--- src/rtl/fetch_pkg.sv ---
// Shared types and defaults for the instruction-fetch slice.
package fetch_pkg;

  typedef enum logic [1:0] {
    StBoot,
    StRun,
    StHalted
  } fetch_state_e;

  localparam logic [15:0] RESET_PC_DEFAULT    = 16'h0000;
  localparam logic [3:0]  HALT_OPCODE_DEFAULT = 4'hF;

  // One buffered fetch result: address and the word read from it.
  typedef struct packed {
    logic [15:0] pc;
    logic [15:0] instr;
  } fetch_entry_t;

endpackage

--- src/rtl/fetch_controller_if.sv ---
// Fetch-side bus: InstructionMem port, redirect input and decode handshake.
interface fetch_controller_if;
  logic        im_en;
  logic [15:0] im_pc;
  logic [15:0] im_instr;
  logic        redirect_valid;
  logic [15:0] redirect_pc;
  logic        instr_valid;
  logic [15:0] instr;
  logic [15:0] instr_pc;
  logic        id_ready;
  logic        halted;

  modport master (
    output im_en, im_pc, instr_valid, instr, instr_pc, halted,
    input  im_instr, redirect_valid, redirect_pc, id_ready
  );

  modport slave (
    input  im_en, im_pc, instr_valid, instr, instr_pc, halted,
    output im_instr, redirect_valid, redirect_pc, id_ready
  );
endinterface

--- src/rtl/fetch_buffer.sv ---
// Two-entry FIFO whose head entry is a register driven straight to decode.
module fetch_buffer
  import fetch_pkg::*;
(
  input  logic         clk,
  input  logic         rst_n,
  input  logic         push,
  input  fetch_entry_t push_data,
  input  logic         pop,
  input  logic         flush,
  output logic         valid,
  output fetch_entry_t head,
  output logic [1:0]   count
);

  fetch_entry_t head_q, head_d, tail_q, tail_d;
  logic [1:0]   count_q, count_d;

  // Next-state for head/tail/occupancy; flush wins over push and pop.
  always_comb begin
    head_d  = head_q;
    tail_d  = tail_q;
    count_d = count_q;
    if (flush) begin
      count_d = 2'd0;
    end else if (push && pop) begin
      if (count_q == 2'd2) begin
        head_d = tail_q;
        tail_d = push_data;
      end else begin
        head_d = push_data;
      end
    end else if (pop) begin
      head_d  = tail_q;
      count_d = count_q - 2'd1;
    end else if (push) begin
      if (count_q == 2'd0) begin
        head_d = push_data;
      end else begin
        tail_d = push_data;
      end
      count_d = count_q + 2'd1;
    end
  end

  // Storage registers.
  always_ff @(posedge clk or negedge rst_n) begin
    if (!rst_n) begin
      head_q  <= '0;
      tail_q  <= '0;
      count_q <= 2'd0;
    end else begin
      head_q  <= head_d;
      tail_q  <= tail_d;
      count_q <= count_d;
    end
  end

  assign valid = (count_q != 2'd0);
  assign head  = head_q;
  assign count = count_q;

endmodule

--- src/rtl/fetch_controller.sv ---
// Fetch sequencer: PC, boot/run/halt FSM, issue credit and response kill.
module fetch_controller
  import fetch_pkg::*;
#(
  parameter logic [15:0] RESET_PC    = RESET_PC_DEFAULT,
  parameter logic [3:0]  HALT_OPCODE = HALT_OPCODE_DEFAULT,
  parameter int unsigned IM_LATENCY  = 1
) (
  input logic               clk,
  input logic               rst_n,
  fetch_controller_if.master bus
);

  fetch_state_e state_q, state_d;
  logic [15:0]  pc_q, pc_d;
  logic [15:0]  inflight_pc_q;
  logic         inflight_q;

  logic         issue, pop, push, kill, push_halt;
  logic         buf_valid;
  logic [1:0]   count;
  logic [2:0]   credit;
  fetch_entry_t head, push_data;

  assign pop       = buf_valid & bus.id_ready;
  // A response is dropped on redirect, or once a HALT has stopped the stream.
  assign kill      = bus.redirect_valid | (state_q == StHalted);
  assign push      = inflight_q & ~kill;
  assign push_data = '{pc: inflight_pc_q, instr: bus.im_instr};
  assign push_halt = push & (bus.im_instr[15:12] == HALT_OPCODE);

  // Slots still claimed after this cycle's pop: buffered words plus the outstanding read.
  assign credit = {1'b0, count} - {2'b0, pop} + {2'b0, inflight_q};
  // Only single-cycle memory is supported; any other latency keeps fetch idle.
  assign issue  = (state_q == StRun) & ~bus.redirect_valid & (credit < 3'd2) &
                  (IM_LATENCY == 1);

  // Next state and next PC; redirect overrides everything.
  always_comb begin
    state_d = state_q;
    pc_d    = pc_q;
    unique case (state_q)
      StBoot:   state_d = StRun;
      StRun:    if (push_halt) state_d = StHalted;
      StHalted: state_d = StHalted;
      default:  state_d = StBoot;
    endcase
    if (issue) pc_d = pc_q + 16'd1;
    if (bus.redirect_valid) begin
      state_d = StRun;
      pc_d    = bus.redirect_pc;
    end
  end

  // PC, FSM and outstanding-read tracking.
  always_ff @(posedge clk or negedge rst_n) begin
    if (!rst_n) begin
      state_q       <= StBoot;
      pc_q          <= RESET_PC;
      inflight_q    <= 1'b0;
      inflight_pc_q <= 16'h0000;
    end else begin
      state_q    <= state_d;
      pc_q       <= pc_d;
      inflight_q <= issue;
      if (issue) inflight_pc_q <= pc_q;
    end
  end

  fetch_buffer u_buffer (
    .clk       (clk),
    .rst_n     (rst_n),
    .push      (push),
    .push_data (push_data),
    .pop       (pop),
    .flush     (bus.redirect_valid),
    .valid     (buf_valid),
    .head      (head),
    .count     (count)
  );

  assign bus.im_en       = issue;
  assign bus.im_pc       = pc_q;
  assign bus.instr_valid = buf_valid;
  assign bus.instr       = head.instr;
  assign bus.instr_pc    = head.pc;
  assign bus.halted      = (state_q == StHalted) & (count == 2'd0);

endmodule

--- src/flat_wrapper.sv ---
// flat-port wrapper written by rule: the top's interface ports become plain ports
module fetch_controller_flat import fetch_pkg::*;
#(
  parameter logic [15:0] RESET_PC    = RESET_PC_DEFAULT,
  parameter logic [3:0]  HALT_OPCODE = HALT_OPCODE_DEFAULT,
  parameter int unsigned IM_LATENCY  = 1
)
  (clk, rst_n, bus_im_en, bus_im_pc, bus_instr_valid, bus_instr, bus_instr_pc, bus_halted, bus_im_instr, bus_redirect_valid, bus_redirect_pc, bus_id_ready);
  fetch_controller_if bus_i ();
  input logic clk;
  input logic rst_n;
  output wire logic [$bits(bus_i.im_en)-1:0] bus_im_en;
  output wire logic [$bits(bus_i.im_pc)-1:0] bus_im_pc;
  output wire logic [$bits(bus_i.instr_valid)-1:0] bus_instr_valid;
  output wire logic [$bits(bus_i.instr)-1:0] bus_instr;
  output wire logic [$bits(bus_i.instr_pc)-1:0] bus_instr_pc;
  output wire logic [$bits(bus_i.halted)-1:0] bus_halted;
  input wire logic [$bits(bus_i.im_instr)-1:0] bus_im_instr;
  input wire logic [$bits(bus_i.redirect_valid)-1:0] bus_redirect_valid;
  input wire logic [$bits(bus_i.redirect_pc)-1:0] bus_redirect_pc;
  input wire logic [$bits(bus_i.id_ready)-1:0] bus_id_ready;
  assign bus_im_en = bus_i.im_en;
  assign bus_im_pc = bus_i.im_pc;
  assign bus_instr_valid = bus_i.instr_valid;
  assign bus_instr = bus_i.instr;
  assign bus_instr_pc = bus_i.instr_pc;
  assign bus_halted = bus_i.halted;
  assign bus_i.im_instr = bus_im_instr;
  assign bus_i.redirect_valid = bus_redirect_valid;
  assign bus_i.redirect_pc = bus_redirect_pc;
  assign bus_i.id_ready = bus_id_ready;
  fetch_controller #(.RESET_PC(RESET_PC), .HALT_OPCODE(HALT_OPCODE), .IM_LATENCY(IM_LATENCY)) u_core (.clk(clk), .rst_n(rst_n), .bus(bus_i));
endmodule
--- config.mk ---
export PLATFORM = sky130hd
export DESIGN_NAME = fetch_controller_flat
export DESIGN_NICKNAME = d
export VERILOG_FILES = /design/src/rtl/fetch_pkg.sv /design/src/rtl/fetch_controller_if.sv /design/src/rtl/fetch_buffer.sv /design/src/rtl/fetch_controller.sv /design/src/flat_wrapper.sv
export SDC_FILE = /design/constraint.sdc
export NUM_CORES = 1
export LEC_CHECK = 0
export ABC_AREA = 1
export BUFFER_PORTS_ARGS = -buffer_cell sky130_fd_sc_hd__buf_2
export CAP_MARGIN = 5
export CORE_MARGIN = 8
export CORE_UTILIZATION = 40
export CTS_BUF_LIST = sky130_fd_sc_hd__clkbuf_2 sky130_fd_sc_hd__clkbuf_4 sky130_fd_sc_hd__clkbuf_8
export CTS_CLUSTER_SIZE = 25
export DETAILED_ROUTE_END_ITERATION = 16
export SYNTH_ARGS = -nofsm -noshare
export SYNTH_HDL_FRONTEND = slang
export SYNTH_SLANG_ARGS = --single-unit
--- constraint.sdc ---
create_clock -name clk -period 3.89 [get_ports clk]
set_input_delay 0.389 -clock clk [delete_from_list [all_inputs] [get_ports clk]]
set_output_delay 0.389 -clock clk [all_outputs]
set_load 0.005 [all_outputs]
# Word level (Yosys, flattened, before mapping)
# Index checks and enable logic that the tools add are counted.
[word_totals]
reg_bits = 101
word_cells = 64
in_bits = 36
[op_classes]
n_lt_le_gt_ge = 1
mux = 19
addsub = 5
bitwise = 9
eq_ne = 9
reduce_logical = 12
[op_table]
columns = ["cell", "count"]
rows = [
  ["32-bit two-way mux", 10],
  ["16-bit two-way mux", 2],
  ["16-bit by 1-bit adder with 16-bit output (second input constant)", 1],
  ["2-bit two-way mux", 6],
  ["3-bit nonzero test", 3],
  ["1-bit AND", 6],
  ["2-bit != test (second input constant)", 3],
  ["2-bit case mux with 3 select lines", 1],
  ["2-bit nonzero test", 3],
  ["5-bit AND reduction", 1],
  ["2-bit equality test (second input constant)", 2],
  ["4-bit equality test (second input constant)", 1],
  ["2-bit logical NOT", 2],
  ["3-bit by 1-bit adder with 3-bit output", 1],
  ["3-bit by 2-bit less-than comparator with 1-bit output (second input constant)", 1],
  ["3-bit by 2-bit != test with 1-bit output (second input constant)", 1],
  ["3-bit AND reduction", 1],
  ["2-bit by 1-bit subtractor with 3-bit output", 1],
  ["2-bit by 1-bit adder with 2-bit output (second input constant)", 1],
  ["2-bit by 1-bit equality test with 1-bit output (second input constant)", 1],
  ["2-bit by 1-bit != test with 1-bit output (second input constant)", 1],
  ["1-bit inverter", 2],
  ["2-bit AND reduction", 1],
  ["2-bit by 1-bit subtractor with 2-bit output (second input constant)", 1],
  ["2 further kinds", 2],
]

# Depth between registers and ports, before layout
[depth]
depth_word = 8
ltp_mapped = 16
depth_no_buf = 13

# Hierarchy
# From an unflattened synthesis, not the netlist that was laid out.
[unflattened]
cells_unflattened = 811
area_unflattened_um2 = 5726.7
[by_module_without_submodules]
columns = ["mod", "seq_area_each_um2", "n_inst", "cells_each", "area_per_inst_um2"]
rows = [
  ["fetch_buffer", 1651.6, 1, 543, 3738.6],
  ["fetch_controller", 875.8, 1, 268, 1988.2],
]

# Worst setup path before layout
# Ideal clock, no wire load.
[synth_path]
path_kind = "register to output"
from = "register u_core.u_buffer.count_q[1] (netlist: u_core.u_buffer.count[1])"
to = "output port bus_im_en"
stages_incl_launch_ff = 12
setup_slack_ns = 1.301
n_path_buf = 3
arrival_ns = 2.200
t_required_ns = 3.501
cell_sequence = "dfrtp_1 -> buf_4 -> clkinv_1 -> nand2_2 -> nand2_2 -> buf_2 -> nor2_1 -> o21ai_1 -> fa_1 -> nand2_1 -> nor2_4 -> buf_2"
[synth_between]
elab_chain_len = 6
[synth_lines]
columns = ["element", "line", "source"]
rows = [
  ["from (decl)", "fetch_buffer.sv:17", "logic [1:0] count_q, count_d;"],
  ["from (signal assigned)", "fetch_buffer.sv:55", "count_q <= count_d;"],
  ["2-bit nonzero test", "fetch_buffer.sv:59", "assign valid = (count_q != 2'd0);"],
  ["net bus_instr_valid", "flat_wrapper.sv:14", "output wire logic [$bits(bus_i.instr_valid)-1:0] bus_instr_valid;"],
  ["1-bit AND", "fetch_controller.sv:25", "assign pop = buf_valid & bus.id_ready;"],
  ["2-bit by 1-bit subtractor with 3-bit output", "fetch_controller.sv:33", "assign credit = {1'b0, count} - {2'b0, pop} + {2'b0, inflight_q};"],
  ["3-bit by 1-bit adder with 3-bit output", "fetch_controller.sv:33", ""],
  ["3-bit by 2-bit less-than comparator with 1-bit output", "fetch_controller.sv:35", "assign issue = (state_q == StRun) & ~bus.redirect_valid & (credit < 3'd2) &"],
  ["1-bit AND", "fetch_controller.sv:35", ""],
  ["to (decl)", "flat_wrapper.sv:12", "output wire logic [$bits(bus_i.im_en)-1:0] bus_im_en;"],
]
# The timed path passes the listed nets, and every way through them passes these cells.

# Final worst setup path
[layout_path]
from = "register u_core.u_buffer.count_q[1] (netlist: u_core.u_buffer.count[1])"
to = "output port bus_im_en"
[layout_between]
elab_chain_len = 6
[layout_lines]
columns = ["element", "line"]
rows = [
  ["2-bit nonzero test", "fetch_buffer.sv:59"],
  ["1-bit AND", "fetch_controller.sv:25"],
  ["2-bit by 1-bit subtractor with 3-bit output *", "fetch_controller.sv:33"],
  ["3-bit by 1-bit adder with 3-bit output *", "fetch_controller.sv:33"],
  ["3-bit by 2-bit less-than comparator with 1-bit output *", "fetch_controller.sv:35"],
  ["1-bit AND *", "fetch_controller.sv:35"],
]
# Every way passes the cells marked *; elsewhere a longest branch is shown, timed or not.

==> metrics.md <==
| Metric | Value |
|---|---|
| Total number of vias | `slightly above 5000` |
| Final-stage net count | `945` |
| Port Buffers | `86` |
| Type of the most critical hold path | `input pin to asynchronous set/reset pin` |
| Cell Pwr Density | `710.3 mW/mm^2` |
| Fmax | `roughly 330 MHz` |
| CP Launch Type | `flip-flop` |
| CTS Buf Count | `9` |
| Initial antenna violation count | `0` |
| Net Count, Synth | `879` |
| Die Footprint | `approximately 0.018 mm^2` |
| Placer Congestion | `0.8194` |
| Setup TNS | `0 ns` |
| Crit path DAT | `2.67 ns` |
| Sw Pwr | `around 0.002 W` |
| N_diodes | `0` |
| Final wirelength | `14240 um` |
| GRT Residual Overflow | `0` |
| Core box area | `0.01388 mm^2` |
| # H-tree levels | `3` |
| TritonCTS clock tree | `built` |
| P_int | `around 0.0026 W` |
| Post-CTS Resized | `0` |
| Hold Buf Count CTS | `0` |
| Status | `finished, final reports clean` |
| Routed WL per cell | `13.07 um` |
| #FFs+latches synth | `101` |
| RSZ-0062 raised after global routing | `false` |
| Flop pwr share | `0.413` |
| Endpoints failing setup | `0` |
| Avg Inst Size Synth | `just under 7 um^2` |
| Clk pin slew, worst setup/hold paths | `about 0.1 ns` |
| Initial Util | `0.4103` |
| CTS Root Cell | `clkbuf_8` |
| Post-CTS Setup Inserts | `0` |
| Die W | `135.3 um` |
| I/O pin count | `87` |
| Max Buffers Root-to-Sink | `2` |
| Post-synthesis sequential area ratio | `0.4438` |
| Synth unique cells | `25` |
| Post-synth top flop | `dfrtp_1` |
| Drt pass-1 iters | `4` |
| Asr flop ratio synth | `1.000` |
| Kind of critical path | `flip-flop to primary output` |
| Hold Fails Final Rpt | `0` |
| Post-Syn Area | `0.005695 mm^2` |
| Ratio of cells with drive above 1 in the final layout | `0.1397` |
| Switch share | `0.4342` |
| Measured slew at the worst slew-check pin | `about 0.88 ns` |
| Mapped Cells | `838` |
| Leak | `between 3 and 4 nW` |
| Comb power frac | `0.445` |
| Crit-path max FO | `16` |
| Commonest non-fill, non-tap cell in the layout | `nand2_1` |
| Setup WS post-layout | `0.8270 ns` |
| DIE HEIGHT | `135.3 um` |
| Yosys Warn Count | `0` |
| First-pass GRT wire length | `24430 um` |
| Routed Antenna Nets | `0` |
| DP HPWL | `around 9700 um` |
| Vias in the first global route | `4938` |
| Period utilisation layout | `0.7874` |
| Post-Place Setup Slack | `1.103 ns` |
| Most frequent cells in the layout | `nand2_1 (389), dfrtp_1 (101), inv_1 (96), buf_2 (85), nand3_1 (69)` |
| Worst Path Required | `3.50 ns` |
| Avg Vias per Cell | `4.657` |
| CTS sink count | `101` |
| Largest net degree at the start of global routing | `65` |
| Post-synth EDFFs | `0` |
| Minimum clock period | `3.063 ns` |
| Detailed router's first-iteration violation count | `438` |
| Clk Latency, worst-skew pair | `~0.38 ns` |
| Rows | `43` |
| Tot GR Track Use | `0.1639` |
| Final clock skew | `0.007742 ns` |
| Synthesis-to-layout area growth | `12.30%` |
| Crit end category | `primary output` |
| Slew HR | `0.4113` |
| Clock Power Share | `0.142` |
| DR DRC count | `0` |
| Max Slew Vio Count | `0` |
| MaxCap Viol Count | `0` |
| Worst VDD drop | `262.7 uV` |
==> final timing paths <==
kind,from,end,slack (ns),depth (start not counted)
min in group clk,bus_redirect_pc[8],u_core.bus.im_pc[8],0.22,3
worst min register to register,u_core.u_buffer.head[4],u_core.u_buffer.head[4],0.48,2
worst max-delay path,u_core.u_buffer.count[1],bus_im_en,0.83,9
max in group asynchronous,rst_n,u_core.u_buffer.head[19],3.00,2
worst max register to register,u_core.u_buffer.count[1],u_core.bus.im_pc[15],1.10,13
worst min-delay path,rst_n,u_core.bus.im_pc[10],0.01,1
==> through the flow <==
| stage | total power [W] | hold slack [ns] | std cells | util | instance area, um^2 |
|---|---|---|---|---|---|
| 6_report | 0.004543 | 0.01402 | 1089 | 0.4608 | 6396 |
| 2_1_floorplan | 0.003301 | 0.09341 | 838 | - | 5695 |
| 4_1_cts | 0.004611 | 0.02971 | 1089 | 0.4608 | 6396 |
| 3_3_place_gp | 0.003911 | 0.4511 | 1073 | 0.4475 | 6212 |
| 3_5_place_dp | 0.003948 | 0.4556 | 1073 | 0.4475 | 6212 |
| 5_1_grt | 0.005028 | 0.05308 | 1089 | 0.4608 | 6396 |
==> synth_stat cells, types with 4 or more instances <==
master   count  area [um^2]
ha_1         4        50.05
inv_1       96        360.4
o21ai_1     49        245.2
dfrtp_1    101         2527
nand3_1     69        345.3
buf_4        5        37.54
nor2_1      20        75.07
o21ai_0     44        220.2
inv_2        5        18.77
buf_2       28        140.1
nand2_1    391         1468
==> registers in the layout, summed over array words and instances, names as in the netlist <==
name and cells:
u_core.u_buffer.count 2, u_core.state_q 2, u_core.u_buffer.tail_q 32, u_core.bus.im_pc 16
u_core.inflight_pc_q 16, u_core.u_buffer.head 32, u_core.inflight_q 1
==> worst max-delay path, stage by stage (launching register included) <==
cell and delay, ns:
dfrtp_1 0.55, clkinv_1 0.14, nand2_2 0.11, nand2_2 0.05, nor2_1 0.16, o21ai_1 0.11, fa_1 0.52, nand2_1 0.09
nor2_4 0.37, buf_2 0.20
==> area by class of cell <==
type / count / area (um^2)
clock buffers: 11 / 151.4
clock inverters: 5 / 32.53
fillers: 1497 / 7485
inverters: 102 / 382.9
multi-input cells: 595 / 2564
flip-flops and latches: 101 / 2527
well taps: 180 / 225.2
repair buffers: 95 / 513.0
==> layer usage <==
layer	share of wire	global-route usage
met4	0.013	0.05552
met2	0.44	0.2589
met3	0.047	0.03227
met5	0	0
met1	0.50	0.2199
==> power groups by stage <==
| stage | Sequential [W] | Clock (W) | Combinational (W) |
|---|---|---|---|
| floorplan | 0.00184 | 0 | 0.00146 |
| global placement | 0.00189 | 0 | 0.00202 |
| detailed placement | 0.00190 | 0 | 0.00205 |
| CTS | 0.00188 | 0.000673 | 0.00206 |
| global route | 0.00195 | 0.000709 | 0.00237 |
| finish | 0.00188 | 0.000646 | 0.00202 |
==> kinds of logic after synthesis <==
| kind of cell | synth area share |
|---|---|
| DFF | 0.4438 |
| AOI/OAI and AO/OA | 0.08546 |
| and+or+nand+nor | 0.3453 |
| buffers and inverters | 0.1070 |
| adders and majority gates | 0.01230 |
| xor gates and xnor gates | 0.006152 |
Power figures use the tool's default switching activity.
